`src/rtl/dmem_arbiter.sv`:
```
// Two-port req/gnt arbiter in front of a single-port data memory, with registered responses.
// Define DMEM_ARB_RR_EN for round-robin arbitration; otherwise port 0 has fixed priority.
module dmem_arbiter #(
  parameter int ADDR_WORDS = 64,
  parameter int AW         = 32,
  parameter int DW         = 32
) (
  input  logic          clk,
  input  logic          rst_n,
  input  logic          i_m0_req,
  input  logic          i_m0_we,
  input  logic [AW-1:0] i_m0_addr,
  input  logic [DW-1:0] i_m0_wdata,
  output logic          o_m0_gnt,
  output logic          o_m0_rvalid,
  output logic [DW-1:0] o_m0_rdata,
  output logic          o_m0_err,
  input  logic          i_m1_req,
  input  logic          i_m1_we,
  input  logic [AW-1:0] i_m1_addr,
  input  logic [DW-1:0] i_m1_wdata,
  output logic          o_m1_gnt,
  output logic          o_m1_rvalid,
  output logic [DW-1:0] o_m1_rdata,
  output logic          o_m1_err,
  output logic          o_mem_write,
  output logic          o_mem_read,
  output logic [AW-1:0] o_mem_addr,
  output logic [DW-1:0] o_mem_wdata,
  input  logic [DW-1:0] i_mem_rdata
);

  // Response FSM, one per port:
  //   state   | meaning
  //   ST_IDLE | no response this cycle
  //   ST_RESP | response valid (granted on the previous edge)
  typedef enum logic {ST_IDLE, ST_RESP} state_t;

  localparam logic [AW-1:0] LP_LIMIT = AW'(ADDR_WORDS);

  state_t        r_state0, r_state1;
  state_t        w_state0_nx, w_state1_nx;
  logic          w_p0_wins;
  logic          w_gnt0, w_gnt1;
  logic          w_inr0, w_inr1;
  logic [DW-1:0] r_rdata0, r_rdata1;
  logic          r_err0, r_err1;

  assign w_inr0 = (i_m0_addr < LP_LIMIT);
  assign w_inr1 = (i_m1_addr < LP_LIMIT);

`ifdef DMEM_ARB_RR_EN
  // r_last = 1 means port 1 was granted most recently, so port 0 wins a tie.
  logic r_last;

  assign w_p0_wins = !i_m1_req || r_last;

  always_ff @(posedge clk or negedge rst_n) begin
    if (!rst_n)      r_last <= 1'b1;
    else if (w_gnt0) r_last <= 1'b0;
    else if (w_gnt1) r_last <= 1'b1;
  end
`else
  assign w_p0_wins = 1'b1;
`endif

  assign w_gnt0   = i_m0_req && w_p0_wins;
  assign w_gnt1   = i_m1_req && !w_gnt0;
  assign o_m0_gnt = w_gnt0;
  assign o_m1_gnt = w_gnt1;

  // Out-of-range accesses are granted but never reach the memory.
  always_comb begin
    o_mem_write = 1'b0;
    o_mem_read  = 1'b0;
    o_mem_addr  = '0;
    o_mem_wdata = '0;
    if (w_gnt0 && w_inr0) begin
      o_mem_write = i_m0_we;
      o_mem_read  = !i_m0_we;
      o_mem_addr  = i_m0_addr;
      o_mem_wdata = i_m0_wdata;
    end else if (w_gnt1 && w_inr1) begin
      o_mem_write = i_m1_we;
      o_mem_read  = !i_m1_we;
      o_mem_addr  = i_m1_addr;
      o_mem_wdata = i_m1_wdata;
    end
  end

  always_ff @(posedge clk or negedge rst_n) begin
    if (!rst_n) begin
      r_rdata0 <= '0;
      r_err0   <= 1'b0;
      r_rdata1 <= '0;
      r_err1   <= 1'b0;
    end else begin
      if (w_gnt0) begin
        r_err0   <= !w_inr0;
        r_rdata0 <= (w_inr0 && !i_m0_we) ? i_mem_rdata : '0;
      end
      if (w_gnt1) begin
        r_err1   <= !w_inr1;
        r_rdata1 <= (w_inr1 && !i_m1_we) ? i_mem_rdata : '0;
      end
    end
  end

  always_ff @(posedge clk or negedge rst_n) begin
    if (!rst_n) begin
      r_state0 <= ST_IDLE;
      r_state1 <= ST_IDLE;
    end else begin
      r_state0 <= w_state0_nx;
      r_state1 <= w_state1_nx;
    end
  end

  always_comb begin
    w_state0_nx = r_state0;
    w_state1_nx = r_state1;
    case (r_state0)
      ST_IDLE: if (w_gnt0)  w_state0_nx = ST_RESP;
      ST_RESP: if (!w_gnt0) w_state0_nx = ST_IDLE;
      default: w_state0_nx = ST_IDLE;
    endcase
    case (r_state1)
      ST_IDLE: if (w_gnt1)  w_state1_nx = ST_RESP;
      ST_RESP: if (!w_gnt1) w_state1_nx = ST_IDLE;
      default: w_state1_nx = ST_IDLE;
    endcase
  end

  assign o_m0_rvalid = (r_state0 == ST_RESP);
  assign o_m1_rvalid = (r_state1 == ST_RESP);
  assign o_m0_rdata  = r_rdata0;
  assign o_m1_rdata  = r_rdata1;
  assign o_m0_err    = r_err0;
  assign o_m1_err    = r_err1;

endmodule

```
`config.mk`:
```
export PLATFORM = sky130hd
export DESIGN_NAME = dmem_arbiter
export DESIGN_NICKNAME = d
export VERILOG_FILES = /design/src/rtl/dmem_arbiter.sv
export SDC_FILE = /design/constraint.sdc
export NUM_CORES = 1
export LEC_CHECK = 0
export ABC_AREA = 1
export BUFFER_PORTS_ARGS = -buffer_cell sky130_fd_sc_hd__buf_4
export CAP_MARGIN = 20
export CORE_AREA = 2 2 116 118
export CTS_CLUSTER_SIZE = 28
export DETAILED_ROUTE_END_ITERATION = 12
export DIE_AREA = 0 0 118 120
export PLACE_DENSITY_LB_ADDON = 0.15
export RECOVER_POWER = 50
export SYNTH_ARGS = -nofsm -noshare
export SYNTH_HDL_FRONTEND = slang
export SYNTH_SLANG_ARGS = --single-unit
```
`constraint.sdc`:
```
create_clock -name clk -period 3.3 [get_ports clk]
set_input_delay 0.33 -clock clk [delete_from_list [all_inputs] [get_ports clk]]
set_output_delay 0.33 -clock clk [all_outputs]
set_load 0.03 [all_outputs]
```
==> results_dict.tcl <==
set metrics [dict create \
    status "finished with violations" \
    violations "max-capacitance violations, max-slew violations" \
    fin_crit_ns 2.46 \
    cts_made_buffers 9 \
    p_per_area_nw_per_um2 351 \
    antenna_cells 0 \
    critPathRequiredTime_ns 2.97 \
    yosys_warnings 0 \
    dp_hpwl_um 11700 \
    cts_resized 0 \
    ioPinCount 302 \
    vias_per_cell 4.50 \
    leakagePower_nw 3.39 \
    drt_iter0_drc 306 \
    vias 4288 \
    final.setup.worst_slack_ns 0.839 \
    final_cell_mix "buf_4, nand2_1, nand3_1" \
    synth_edf_count 0 \
    antenna_found_initial 0 \
    avgSynthCellArea_sq_um 7.26 \
    core_area_sq_um 13000 \
    utilization_pct 45.0 \
    ys_async_sr_fraction_pct 100 \
    synthTopCellsByArea "dfrtp_1, nand2_1, nand3_1, buf_4, nor2_1" \
    clockBufferDepth 2 \
    syn_to_final_growth_pct 57.8 \
    timing.setup.tns_ns 0 \
    maxSlewHeadroom_pct -16.3 \
    ir_drop_mv 0.231 \
    synth_area_sq_um 3700 \
    place_ws_ns 0.908 \
    initial_core_util_pct 28.5 \
    io_buffers 275 \
    grt-ovfl-total 0 \
    crit_path_end_kind "output port" \
    die_x_um 118 \
    ys_ff_latch 68 \
    synth_ff_type "dfrtp_1" \
    syn_inst 510 \
    path_clk_slew_ns 0.05 \
    setup_viol 0 \
    tightest_slew_ns 1.74 \
    drv_slew 69 \
    cp-start-kind "input pin" \
    grt_first_pass_wirelength_um 23800 \
    dpl_cell_area_sq_um 5750 \
    max_freq_ghz 0.406 \
    rsz0062_at_grt "no" \
    cts_tree "done" \
    drc 0 \
    nets 937 \
    drv_cap 1 \
    clock-sinks 68 \
    synth_top_area_cell "dfrtp_1" \
    htreeDepth 3 \
    drtAntennaViolNets 0 \
    hold_buffers 0 \
    yosysUniqueCellTypes 21 \
    final_hold_viol_count 0 \
    gp_congestion 0.934 \
    wl_per_cell_um 16.4 \
    finalCritPeriodShare_pct 74.6 \
    grt_usage_pct 21.7 \
    path_max_fanout 50 \
    drtPass1Iterations 7 \
    clock_latency_ns 0.32 \
    fin_worst_skew_ns 0 \
    seq_area_frac_synth_pct 45.9 \
    design_area_sq_um 5840 \
    dieArea_sq_um 14200 \
    chipHeight_um 120 \
    crit_arrival_ns 2.13 \
    finalWirelength_um 15600 \
    clockRootBuffer "clkbuf_16" \
    grt_max_degree 69 \
    final_common_cell "buf_4" \
    grt_pass1_vias 4107 \
    hold_path_class "input pin to flip-flop" \
    cts_setup_buffers 0 \
    drive_gt1_share_pct 32.1 \
    synth.top_cell.area_share_pct 45.9 \
    worstSetupPathType "input pin to output port" \
    fp-row-count 42 \
]
==> metrics by stage <==
| stage | total power, mW | std cells | hold slack, ns |
|---|---|---|---|
| floorplan | 0.953 | 535 | 0.0344 |
| global placement | 1.12 | 936 | 0.465 |
| detailed placement | 1.13 | 936 | 0.466 |
| CTS | 2.09 | 952 | 0.140 |
| global route | 2.14 | 952 | 0.205 |
| finish | 2.05 | 952 | 0.206 |
==> worst max-delay path, cell delays in order <==
cell,delay [ns]
clkbuf_1,0.18
inv_2,0.20
nor3_1,0.19
nand2_1,0.13
nor2_4,0.15
buf_4,0.45
nand2_1,0.14
nand2_1,0.13
buf_4,0.17
==> Yosys cell counts, types with 2 or more instances <==
cell,instances
nand2_1,222
nand3_1,104
dfrtp_1,68
nor2_1,34
buf_4,27
inv_1,12
buf_2,11
buf_6,7
buf_1,6
clkbuf_1,6
inv_2,2
nor3_1,2
==> layout make-up <==
type	instances	area (sq um)
clock inverter	4	48.8
multi-input combinational	396	1660
tap	176	220
inverter	14	52.6
timing repair buffer	282	1910
sequential	68	1700
fill	1380	7140
clock buffer	12	246
==> kinds of logic (layout without fill, tap and decap cells) <==
kind of cell	Yosys count	in the layout	share of synthesized area [%]
DFF	68	68	45.9
buffers and inverters	71	312	11.7
AOI/OAI and AO/OA	1	1	0.135
and+or+nand+nor	369	369	42.1
other	1	26	0.101
==> path summary, 6_finish.rpt <==
| path | startpoint | end | slack, ns | cells past startpoint |
|---|---|---|---|---|
| setup / recovery | i_m0_req | o_mem_wdata[7] | 0.84 | 9 |
| hold / removal | i_m0_req | o_m0_rvalid$_DFF_PN0_ | 0.21 | 1 |
| max in group asynchronous | rst_n | o_m0_rdata[5]$_DFFE_PN0P_ | 1.80 | 1 |
| min in group asynchronous | rst_n | o_m1_rdata[28]$_DFFE_PN0P_ | 0.46 | 1 |
| setup reg to reg | o_m1_err$_DFFE_PN0P_ | o_m1_err$_DFFE_PN0P_ | 2.66 | 2 |
| hold reg to reg | o_m0_rdata[28]$_DFFE_PN0P_ | o_m0_rdata[28]$_DFFE_PN0P_ | 0.48 | 2 |
==> registers in the layout (all words and copies together), names as in the netlist <==
name and count:
o_m0_rdata 32, o_m0_rvalid 1, o_m1_rdata 32, o_m1_rvalid 1, o_m0_err 1, o_m1_err 1
==> routing by layer <==
metal / vias to the layer above / track usage, % / part of all wire (%)
li1: 2075 / - / -
met1: 2000 / 26.5 / 40
met2: 195 / 36.0 / 49
met3: 18 / 6.70 / 8.5
met4: 0 / 8.21 / 2.7
met5: - / 0 / 0
==> power breakdown <==
group          leakage, nW  internal (mW)  total, mW  switching [mW]
combinational         2.30          0.133      0.271           0.138
sequential           0.937          0.836      0.836        0.000368
clock                0.147          0.604      0.946           0.342
(Power assumes the default switching activity.)
